File: src/rtl/hs_sync_tx_if.sv
// Bundle of the source-side load port and the req/ack/data wires that cross to the
// destination clock domain.
`timescale 1ns/1ps
interface hs_sync_tx_if #(
    parameter int unsigned DATA_WIDTH = 8
);
    logic                  src_valid;
    logic [DATA_WIDTH-1:0] src_data;
    logic                  src_ready;
    logic                  req_lvl;
    logic [DATA_WIDTH-1:0] tx_data;
    logic                  ack_lvl;
    logic                  done_pulse;
    logic                  drop_err;

    // Environment side: producer of words plus the returning ack from the far domain
    modport master (
        output src_valid, src_data, ack_lvl,
        input  src_ready, req_lvl, tx_data, done_pulse, drop_err
    );

    // Sender block side
    modport slave (
        input  src_valid, src_data, ack_lvl,
        output src_ready, req_lvl, tx_data, done_pulse, drop_err
    );
endinterface

File: src/rtl/hs_sync_tx.sv
// Sending end of a 4-phase level req/ack handshake: holds a word on tx_data, raises
// req_lvl, synchronizes the returning ack and reports completion / dropped loads.
`timescale 1ns/1ps
module hs_sync_tx #(
    parameter int unsigned DATA_WIDTH = 8,
    parameter int unsigned NUM_STAGES = 2
) (
    input logic         CLK,
    input logic         RST,
    hs_sync_tx_if.slave bus
);

    localparam logic [1:0] ST_IDLE = 2'b00;
    localparam logic [1:0] ST_REQ  = 2'b01;
    localparam logic [1:0] ST_REL  = 2'b10;

    logic [1:0]            state_q,      state_d;
    logic [NUM_STAGES-1:0] sync_q,       sync_d;
    logic                  src_ready_q,  src_ready_d;
    logic                  req_lvl_q,    req_lvl_d;
    logic [DATA_WIDTH-1:0] tx_data_q,    tx_data_d;
    logic                  done_pulse_q, done_pulse_d;
    logic                  drop_err_q,   drop_err_d;
    logic                  ack_s_c;

    assign ack_s_c = sync_q[NUM_STAGES-1];

    // Next-state and registered-output logic
    always_comb begin
        state_d      = state_q;
        sync_d       = {sync_q[NUM_STAGES-2:0], bus.ack_lvl};
        req_lvl_d    = req_lvl_q;
        tx_data_d    = tx_data_q;
        done_pulse_d = 1'b0;
        drop_err_d   = 1'b0;

        case (state_q)
            ST_IDLE: begin
                // ack_s while idle is a far-side protocol violation and is ignored
                if (bus.src_valid) begin
                    tx_data_d = bus.src_data;
                    req_lvl_d = 1'b1;
                    state_d   = ST_REQ;
                end
            end
            ST_REQ: begin
                drop_err_d = bus.src_valid;
                if (ack_s_c) begin
                    req_lvl_d = 1'b0;
                    state_d   = ST_REL;
                end
            end
            ST_REL: begin
                drop_err_d = bus.src_valid;
                if (!ack_s_c) begin
                    done_pulse_d = 1'b1;
                    state_d      = ST_IDLE;
                end
            end
            default: begin
                drop_err_d = bus.src_valid;
                req_lvl_d  = 1'b0;
                state_d    = ST_IDLE;
            end
        endcase

        src_ready_d = (state_d == ST_IDLE);
    end

    always_ff @(posedge CLK or negedge RST) begin
        if (!RST) begin
            state_q      <= ST_IDLE;
            sync_q       <= '0;
            src_ready_q  <= 1'b1;
            req_lvl_q    <= 1'b0;
            tx_data_q    <= '0;
            done_pulse_q <= 1'b0;
            drop_err_q   <= 1'b0;
        end else begin
            state_q      <= state_d;
            sync_q       <= sync_d;
            src_ready_q  <= src_ready_d;
            req_lvl_q    <= req_lvl_d;
            tx_data_q    <= tx_data_d;
            done_pulse_q <= done_pulse_d;
            drop_err_q   <= drop_err_d;
        end
    end

    assign bus.src_ready  = src_ready_q;
    assign bus.req_lvl    = req_lvl_q;
    assign bus.tx_data    = tx_data_q;
    assign bus.done_pulse = done_pulse_q;
    assign bus.drop_err   = drop_err_q;

endmodule

File: src/flat_wrapper.sv
// flat-port wrapper written by rule: the top's interface ports become plain ports
module hs_sync_tx_flat 
#(
    parameter int unsigned DATA_WIDTH = 8,
    parameter int unsigned NUM_STAGES = 2
)
  (CLK, RST, bus_src_valid, bus_src_data, bus_ack_lvl, bus_src_ready, bus_req_lvl, bus_tx_data, bus_done_pulse, bus_drop_err);
  hs_sync_tx_if #(.DATA_WIDTH(DATA_WIDTH)) bus_i ();
  input logic CLK;
  input logic RST;
  input wire logic [$bits(bus_i.src_valid)-1:0] bus_src_valid;
  input wire logic [$bits(bus_i.src_data)-1:0] bus_src_data;
  input wire logic [$bits(bus_i.ack_lvl)-1:0] bus_ack_lvl;
  output wire logic [$bits(bus_i.src_ready)-1:0] bus_src_ready;
  output wire logic [$bits(bus_i.req_lvl)-1:0] bus_req_lvl;
  output wire logic [$bits(bus_i.tx_data)-1:0] bus_tx_data;
  output wire logic [$bits(bus_i.done_pulse)-1:0] bus_done_pulse;
  output wire logic [$bits(bus_i.drop_err)-1:0] bus_drop_err;
  assign bus_i.src_valid = bus_src_valid;
  assign bus_i.src_data = bus_src_data;
  assign bus_i.ack_lvl = bus_ack_lvl;
  assign bus_src_ready = bus_i.src_ready;
  assign bus_req_lvl = bus_i.req_lvl;
  assign bus_tx_data = bus_i.tx_data;
  assign bus_done_pulse = bus_i.done_pulse;
  assign bus_drop_err = bus_i.drop_err;
  hs_sync_tx #(.DATA_WIDTH(DATA_WIDTH), .NUM_STAGES(NUM_STAGES)) u_core (.CLK(CLK), .RST(RST), .bus(bus_i));
endmodule
File: config.mk
export PLATFORM = sky130hd
export DESIGN_NAME = hs_sync_tx_flat
export DESIGN_NICKNAME = d
export VERILOG_FILES = /design/src/rtl/hs_sync_tx_if.sv /design/src/rtl/hs_sync_tx.sv /design/src/flat_wrapper.sv
export SDC_FILE = /design/constraint.sdc
export NUM_CORES = 1
export LEC_CHECK = 0
export ABC_CLOCK_PERIOD_IN_PS = 2100
export BUFFER_PORTS_ARGS = -buffer_cell sky130_fd_sc_hd__buf_2
export CORE_MARGIN = 2
export CORE_UTILIZATION = 44
export DETAILED_ROUTE_END_ITERATION = 8
export GPL_TIMING_DRIVEN = 0
export PLACE_DENSITY_LB_ADDON = 0.25
export REMOVE_ABC_BUFFERS = 1
export SYNTH_ARGS = -nofsm -noshare
export SYNTH_HDL_FRONTEND = slang
export SYNTH_SLANG_ARGS = --single-unit
export TNS_END_PERCENT = 20
File: constraint.sdc
create_clock -name CLK -period 2.1 [get_ports CLK]
set_clock_uncertainty 0.15 [all_clocks]
set_input_delay 0.315 -clock CLK [delete_from_list [all_inputs] [get_ports CLK]]
set_output_delay 0.315 -clock CLK [all_outputs]
set_load 0.05 [all_outputs]
* Word-level counts from Yosys, hierarchy flattened
Cells that the tools add are included.
Storage, ports and cells: register bits after elaboration 16, output and inout bits 12, bits of input ports 12
Cells by class: muxes and demuxes 10, reductions and logical operators 4, equality and inequality tests 4, bitwise logic cells 1
Operators by type and width (number):
- $mux 2 | 3
- $pmux 2 s3 | 1
- $mux 1 | 5
- $logic_not 2->1 | 2
- $pmux 1 s3 | 1
- $reduce_and 3->1 | 1
- $eq 2x1->1 const B | 1
- $eq 2x2->1 const B | 1
- $ne 2x1->1 const B | 1
- $ne 2x2->1 const B | 1
- $reduce_and 2->1 | 1
- $not 1->1 | 1

* Logic depth before layout (Yosys ltp)
Gate-level depths: netlist (run 1).
depth in word-level cells 3, depth in mapped cells 4, mapped depth without buffers 3

* Worst setup path after synthesis (run 1)
OpenSTA, ideal clock, no wires.
path kind register to register, from register u_core.state_q[0], to register u_core.tx_data_q[0] (netlist: u_core.bus.tx_data[0]), setup time 125 ps, stages on the path, launching flop included 4, arrival 1188 ps, setup slack 637 ps, period minus slack after synthesis 1463 ps, required time 1825 ps, cells stage by stage dfrtp_1 > buf_6 > nor3b_4 > mux2_2
Between the ends: longest elaborated chain between the ends 2
RTL lines:
- start: declaration | RTL line hs_sync_tx.sv:17 | logic [1:0] state_q, state_d;
- start signal: assignment | RTL line hs_sync_tx.sv:80 | state_q <= state_d;
- $logic_not 2->1 | RTL line hs_sync_tx.sv:37 | case (state_q)
- $reduce_and 2->1 (no line)
- end signal: assignment | RTL line hs_sync_tx.sv:84 | tx_data_q <= tx_data_d;
- end: declaration | RTL line hs_sync_tx.sv:21 | logic [DATA_WIDTH-1:0] tx_data_q, tx_data_d;
Every way passes these cells. A chain may end at the register's enable or synchronous reset.

* Final worst setup path (run 1)
from register u_core.state_q[0], to register u_core.tx_data_q[2] (netlist: u_core.bus.tx_data[2])
The elaborated chain is that of the path after synthesis.

==> metrics.yaml, run 1 <==
critical_path:
  cp_top_family: "flip-flops"
  cp_num_buf_inv: 0
  critPathKind: "reg2reg"
  crit_arrival_ps: 1580
  cp-end-kind: "register"
  crit_chain: "nor3b_4 -> mux2_2"
  cp-start-kind: "register"
  crit_required_ps: 2110
  max_stage_delay_ps: 500
  slowest_stage: "dfrtp_1"
  worst-path-max-fanout: 8
clock_network:
  clockBufferDepth: 2
  h-tree-depth: 1
  worstSkewPairLatency_ps: 270
  clock-sinks: 16
  cts-root-buf: "clkbuf_4"
  cts_tree: "built"
  cts-buffers-inserted: 3
  post_cts_buffers: 0
  clk_pin_slew_worst_paths_ps: 80
layout:
  nNetsFinal: 80
  n_antenna_cell: 0
  design_area_um2: 764
  drive_gt1_frac: 0.537
  area_growth_pct: 26.8
die:
  fp.dieW_um: 41.0
  num_rows: 13
  die-area_mm2: 0.00168
  initial_core_util: 0.469
  ioPinCount: 24
  core_area_mm2: 0.00128
  fp.dieH_um: 41.0
placed_design:
  portBuffers: 23
  pre_cts_ws_ps: 521
  postPlaceCellArea_um2: 718
  place_congestion: 0.601
sta:
  tns_ps: 0
  worst_slew_pin_slew_ps: 399
  final-setup-viol-count: 0
  maxSlewViolCount: 0
  hold_ws_ps: 91.6
  fin_ws_ps: 524
  fin_crit_ps: 1580
  max_slew_margin: 0.734
  period_share: 0.751
  timing.fmax_ghz: 0.634
  rsz0062_at_grt: "false"
  hold_viol_final: 0
global_routing:
  grt_max_degree: 17
  grt_overflow: 0
  grt_pass1_vias: 320
  grtUsageTotal: 0.121
  grt_pass1_wl_um: 1280
  antenna_found_initial: 0
routing:
  wl_met1_um: 439
  met3_length_um: 87
  post_drt_via_cell_ratio: 4.72
  wire_per_inst_um: 10.6
  met2_length_um: 334
  maxUsedRoutingLayer: "met4"
  drt-initial-drc-count: 4
  dr.pass1.iters: 2
  wl_um: 869
  drc: 0
  vias: 387
  ant_nets: 0
yosys:
  ys_types: 16
  synthTopCellsByArea: "dfrtp_1 62%, mux2_2 15%, dfstp_2 4.4%, nor3b_4 3.1%, buf_6 1.9%"
  yosys_warnings: 0
  synth_cells: 40
  ys_seq_area_frac: 0.666
  ys_ff_latch: 16
  syn_area_um2: 603
  syn_area_per_cell_um2: 15.1
  yosysTopAreaCell: "dfrtp_1"
  synth_top_cell_area_share: 0.622
status:
  outcome: "completed"
min_path:
  hold_class: "in2reg"
run:
  drv_cap: 0
## layout make-up
cell class | instances | area, µm²
Fill cell | 103 | 520
Sequential cell | 16 | 402
Multi-Input combinational cell | 20 | 175
Timing Repair Buffer | 25 | 135
Clock buffer | 4 | 26.3
Tap cell | 15 | 18.8
Inverter | 2 | 7.51
## synthesized netlist by cell type
| cell | instances |
|---|---|
| dfrtp_1 | 15 |
| mux2_2 | 8 |
| inv_1 | 2 |
| nor2_1 | 2 |
| o21ai_0 | 2 |
| a21oi_1 | 1 |
| buf_4 | 1 |
| buf_6 | 1 |
| dfstp_2 | 1 |
| mux2i_1 | 1 |
| nand3_1 | 1 |
| nor3_1 | 1 |
| nor3b_4 | 1 |
| o21a_1 | 1 |
| o31ai_1 | 1 |
| xnor2_1 | 1 |
## layout by cell type, fill, tap and decap left out, drive strengths merged, types with 2 or more instances in the layout
cell and count:
buf 23, dfrtp 15, mux2 8, clkbuf 4, inv 2, nor2 2, o21ai 2, dlygate4sd3 2
## state kept, by name (all words and copies together), names as in the netlist
| register | count |
|---|---|
| u_core.sync_q | 2 |
| u_core.bus.drop_err | 1 |
| u_core.bus.src_ready | 1 |
| u_core.bus.req_lvl | 1 |
| u_core.state_q | 2 |
| u_core.bus.done_pulse | 1 |
| u_core.bus.tx_data | 8 |
## cell families (layout without fill, tap and decap cells)
logic type	Yosys count	in the layout	synth area share
flip-flops	16	16	0.666
buffers and inverters	4	31	0.0436
multiplexers	9	9	0.166
AND/OR/NAND/NOR	5	5	0.0602
XOR/XNOR	1	1	0.0145
AO/OA/AOI/OAI	5	5	0.0498
## final timing paths
path | startpoint | to | slack [ps] | cells past startpoint
setup / recovery | u_core.state_q[0]$_DFF_PN0_ | u_core.bus.tx_data[2]$_DFFE_PN0P_ | 520 | 2
hold / removal | bus_src_valid | u_core.bus.src_ready$_DFF_PN1_ | 90 | 2
setup reg to reg | u_core.state_q[0]$_DFF_PN0_ | u_core.bus.tx_data[2]$_DFFE_PN0P_ | 520 | 2
hold reg to reg | u_core.sync_q[0]$_DFF_PN0_ | u_core.sync_q[1]$_DFF_PN0_ | 210 | 0
max in group asynchronous | RST | u_core.bus.src_ready$_DFF_PN1_ | 1180 | 2
min in group asynchronous | RST | u_core.bus.tx_data[5]$_DFFE_PN0P_ | 310 | 2
## layer usage
metal  up-vias  GRT usage
li1        195          -
met1       171      0.151
met2        19      0.184
met3         2     0.0326
met4         0     0.0750
met5         -          0
## stage by stage
| stage | instances | utilization |
|---|---|---|
| CTS | 82 | 0.595 |
| finish | 82 | 0.595 |
| global placement | 76 | 0.559 |
| floorplan | 38 | - |
| detailed placement | 76 | 0.559 |
| global route | 82 | 0.595 |
## timing repair
| item | CTS | global route |
|---|---|---|
| hold buffers | 2 | 0 |
| hold endpoints to repair | 16 | 0 |
| resized for setup | 0 | 0 |
Power of run 1 is left out: the tool's default activity adds up to more than one toggle a clock period on the data nets, which glitch-free logic cannot reach.
==> run 2, diff against run 1 <==
ABC_CLOCK_PERIOD_IN_PS = 1530   (was 2100)
clock period = 1.53 ns   (was 2.1 ns; I/O delays follow)
==> metrics.yaml, run 2 (synthesized netlist as in run 1, its figures left out) <==
status:
  outcome: "completed"
sta:
  final-setup-viol-count: 0
  fin_crit_ps: 1480
  worst_slew_pin_slew_ps: 346
  tns_ps: 0
  max_slew_margin: 0.769
  timing.fmax_ghz: 0.674
  hold_ws_ps: 33.5
  hold_viol_final: 0
  maxSlewViolCount: 0
  rsz0062_at_grt: "false"
  period_share: 0.970
critical_path:
  timing.rr.start: "u_core.state_q[1]$_DFF_PN0_"
  cp-start-kind: "register"
  rr_worst_depth: 3
  crit_required_ps: 1540
  crit_arrival_ps: 1490
  r2r_slack_ps: 50
  cp-end-kind: "register"
  worstReg2RegEnd: "u_core.bus.tx_data[2]$_DFFE_PN0P_"
  critPathKind: "reg2reg"
  worst-path-max-fanout: 8
routing:
  wire_per_inst_um: 10.5
  ant_nets: 0
  wl_um: 885
  drt-initial-drc-count: 7
  post_drt_via_cell_ratio: 4.79
  dr.pass1.iters: 2
  vias: 402
  drc: 0
placed_design:
  portBuffers: 23
  postPlaceCellArea_um2: 718
  place_congestion: 0.601
layout:
  layout_common_cells: "23 x buf_2, 14 x dfrtp_1, 8 x mux2_2, 3 x clkbuf_4, 3 x dlygate4sd3_1"
  n_antenna_cell: 0
  nNetsFinal: 82
  multi_input_area_um2: 175
  design_area_um2: 796
  seq_area_um2: 403
  area_growth_pct: 32.0
  final_util: 0.619
  drive_gt1_frac: 0.551
  largest_reg_flops: 8
  final_common_cell: "buf_2"
  num-fill-cells: 101
clock_network:
  cts_tree: "built"
  cts-buffers-inserted: 3
  clockBufferDepth: 2
  h-tree-depth: 1
  clock-sinks: 16
  worstSkewPairLatency_ps: 270
  clk_pin_slew_worst_paths_ps: 90
  cts-root-buf: "clkbuf_4"
die:
  fp.dieW_um: 41.0
  core_area_mm2: 0.00128
  ioPinCount: 24
  num_rows: 13
  initial_core_util: 0.469
  fp.dieH_um: 41.0
  die-area_mm2: 0.00168
global_routing:
  grt_pass1_wl_um: 1320
  antenna_found_initial: 0
  grt_max_degree: 17
  grt_overflow: 0
  grt_pass1_vias: 329
  grtUsageTotal: 0.124
min_path:
  min_path_cells: 2
  min_from: "bus_src_data[1]"
  hold_end: "u_core.bus.tx_data[1]$_DFFE_PN0P_"
  hold_class: "in2reg"
run:
  drv_cap: 0
[run 2: changes by cell type in the layout (fill, tap and decap cells not counted)]
cell,change
buf_12,+1
dfrtp_1,-1
dfrtp_2,+1
dlygate4sd3_1,+1
[run 2: cell type report]
class / count / share of cell area
flip-flops and latches: 16 / 0.506
multi-input cells: 20 / 0.220
repair buffers: 27 / 0.208
clock buffers: 4 / 0.0330
well taps: 15 / 0.0236
inverters: 2 / 0.00943
[run 2: metrics by stage]
step | worst slack, ps | cells
3_3_place_gp | -48.1 | 76
6_report | 46.4 | 84
2_1_floorplan | 66.1 | 38
4_1_cts | 49.9 | 84
5_1_grt | 4.35 | 84
3_5_place_dp | -49.4 | 76
[run 2: what timing repair did]
| item | 4_1_cts | 5_1_grt |
|---|---|---|
| setup endpoints to repair | 8 | 1 |
| setup buffers | 1 | 0 |
| hold buffers | 3 | 0 |
| hold endpoints to repair | 18 | 0 |
| pin swaps | 1 | 0 |
| gates resized for setup | 0 | 1 |
[run 2: worst max path at each step]
stage / from / to / slack [ps] / cells past startpoint
6_report: u_core.state_q[1]$_DFF_PN0_ / u_core.bus.tx_data[2]$_DFFE_PN0P_ / 50 / 3
5_1_grt: u_core.state_q[1]$_DFF_PN0_ / u_core.bus.tx_data[2]$_DFFE_PN0P_ / 4 / 3
4_1_cts: u_core.state_q[0]$_DFF_PN0_ / u_core.bus.tx_data[2]$_DFFE_PN0P_ / 50 / 3
3_5_place_dp: u_core.state_q[0]$_DFF_PN0_ / u_core.bus.tx_data[2]$_DFFE_PN0P_ / -50 / 2
3_3_place_gp: u_core.state_q[0]$_DFF_PN0_ / u_core.bus.tx_data[6]$_DFFE_PN0P_ / -50 / 2
2_1_floorplan: u_core.state_q[0]$_DFF_PN0_ / u_core.bus.tx_data[0]$_DFFE_PN0P_ / 70 / 2
[run 2: critical path: stages, from the launching register on]
cell     delay [ps]
dfrtp_1         480
nor3b_4         260
buf_12          150
mux2_2          330
[run 2: routing by layer]
layer / routed length (µm) / track usage
met5: 0 / 0
met2: 353 / 0.188
met1: 436 / 0.158
met4: 7 / 0.0750
met3: 87 / 0.0326
Power of run 2 is left out for the same reason.
==> run 3, diff against run 2 <==
ABC_CLOCK_PERIOD_IN_PS = 1900   (was 1530)
CORE_AREA = 2 2 39 41   (was not set)
CORE_MARGIN = not set   (was 2)
CORE_UTILIZATION = not set   (was 44)
CTS_BUF_LIST = sky130_fd_sc_hd__clkbuf_4 sky130_fd_sc_hd__clkbuf_8   (was not set)
CTS_CLUSTER_SIZE = 28   (was not set)
DIE_AREA = 0 0 41 43   (was not set)
clock period = 1.9 ns   (was 1.53 ns; I/O delays follow)
==> metrics.yaml, run 3 (synthesized netlist as in run 1, its figures left out) <==
layout:
  n_antenna_cell: 0
  final_util: 0.561
  layout_common_cells: "23 x buf_2, 15 x dfrtp_1, 8 x mux2_2, 3 x clkbuf_4"
  drive_gt1_frac: 0.552
  nNetsFinal: 80
  area_growth_pct: 28.6
  largest_reg_flops: 8
  final_common_cell: "buf_2"
placed_design:
  pre_cts_ws_ps: 313
  place_congestion: 0.606
  portBuffers: 23
  dp_hpwl_um: 644
status:
  outcome: "completed"
min_path:
  hold_class: "in2reg"
  min_path_cells: 2
  min_from: "bus_src_valid"
  hold_end: "u_core.bus.src_ready$_DFF_PN1_"
global_routing:
  grt_pass1_wl_um: 1350
  antenna_found_initial: 0
  grt_max_degree: 17
  grt_overflow: 0
  grtUsageTotal: 0.116
  grt_pass1_vias: 359
clock_network:
  worstSkewPairLatency_ps: 280
  cts_resized: 0
  post_cts_buffers: 0
  h-tree-depth: 1
  clockBufferDepth: 2
  cts-root-buf: "clkbuf_4"
  cts-buffers-inserted: 3
  clock-sinks: 16
  clk_pin_slew_worst_paths_ps: 80
  cts_tree: "built"
  postCtsHoldBufs: 2
sta:
  hold_ws_ps: 47.5
  period_share: 0.833
  worst_slew_pin_slew_ps: 413
  fin_crit_ps: 1580
  tns_ps: 0
  final-setup-viol-count: 0
  maxSlewViolCount: 0
  max_slew_margin: 0.724
  fin_ws_ps: 317
  rsz0062_at_grt: "false"
  hold_viol_final: 0
  timing.fmax_ghz: 0.632
routing:
  vias: 394
  dr.pass1.iters: 4
  wire_per_inst_um: 10.2
  ant_nets: 0
  drt-initial-drc-count: 11
  drc: 0
  post_drt_via_cell_ratio: 4.75
  wl_um: 845
critical_path:
  timing.rr.start: "u_core.state_q[0]$_DFF_PN0_"
  rr_worst_depth: 2
  worst-path-max-fanout: 8
  crit_required_ps: 1910
  critPathKind: "reg2reg"
  worstReg2RegEnd: "u_core.bus.tx_data[6]$_DFFE_PN0P_"
  crit_arrival_ps: 1600
  cp-end-kind: "register"
  cp-start-kind: "register"
  r2r_slack_ps: 320
  startpoint: "u_core.state_q[0]$_DFF_PN0_"
die:
  fp.dieH_um: 43
  ioPinCount: 24
  die-area_mm2: 0.00176
  fp.dieW_um: 41
  initial_core_util: 0.436
  num_rows: 14
  core_area_mm2: 0.00138
run:
  drv_cap: 0
[run 3: worst max-delay path by stage]
stage | end | cells past startpoint
final | u_core.bus.tx_data[6]$_DFFE_PN0P_ | 2
after global routing | u_core.bus.tx_data[4]$_DFFE_PN0P_ | 2
after CTS | u_core.bus.tx_data[6]$_DFFE_PN0P_ | 2
after detailed placement | u_core.bus.tx_data[6]$_DFFE_PN0P_ | 2
after global placement | u_core.bus.tx_data[4]$_DFFE_PN0P_ | 2
after floorplan | u_core.bus.tx_data[0]$_DFFE_PN0P_ | 2
[run 3: metal layers]
layer / GRT usage / vias up / routed length [µm]
li1: - / 188 / -
met1: 0.151 / 185 / 382
met2: 0.163 / 21 / 374
met3: 0.0314 / 0 / 87
met4: 0.0800 / 0 / 0
met5: 0 / - / 0
[run 3: through the flow]
step	area, µm²	instances
after floorplan	584	38
after global placement	719	77
after detailed placement	719	77
after CTS	776	83
after global routing	776	83
final	776	83
[run 3: critical path, stage by stage (launching register included)]
cell	delay, ps
dfrtp_1	490
nor3b_4	440
mux2_2	390
[run 3: cell type report]
| class | instances | area, µm² |
|---|---|---|
| inverter | 2 | 7.51 |
| timing repair buffer | 25 | 135 |
| fill | 111 | 608 |
| sequential | 16 | 402 |
| tap | 16 | 20.0 |
| multi-input combinational | 20 | 175 |
| clock buffer | 4 | 36.3 |
Power of run 3 is left out for the same reason.
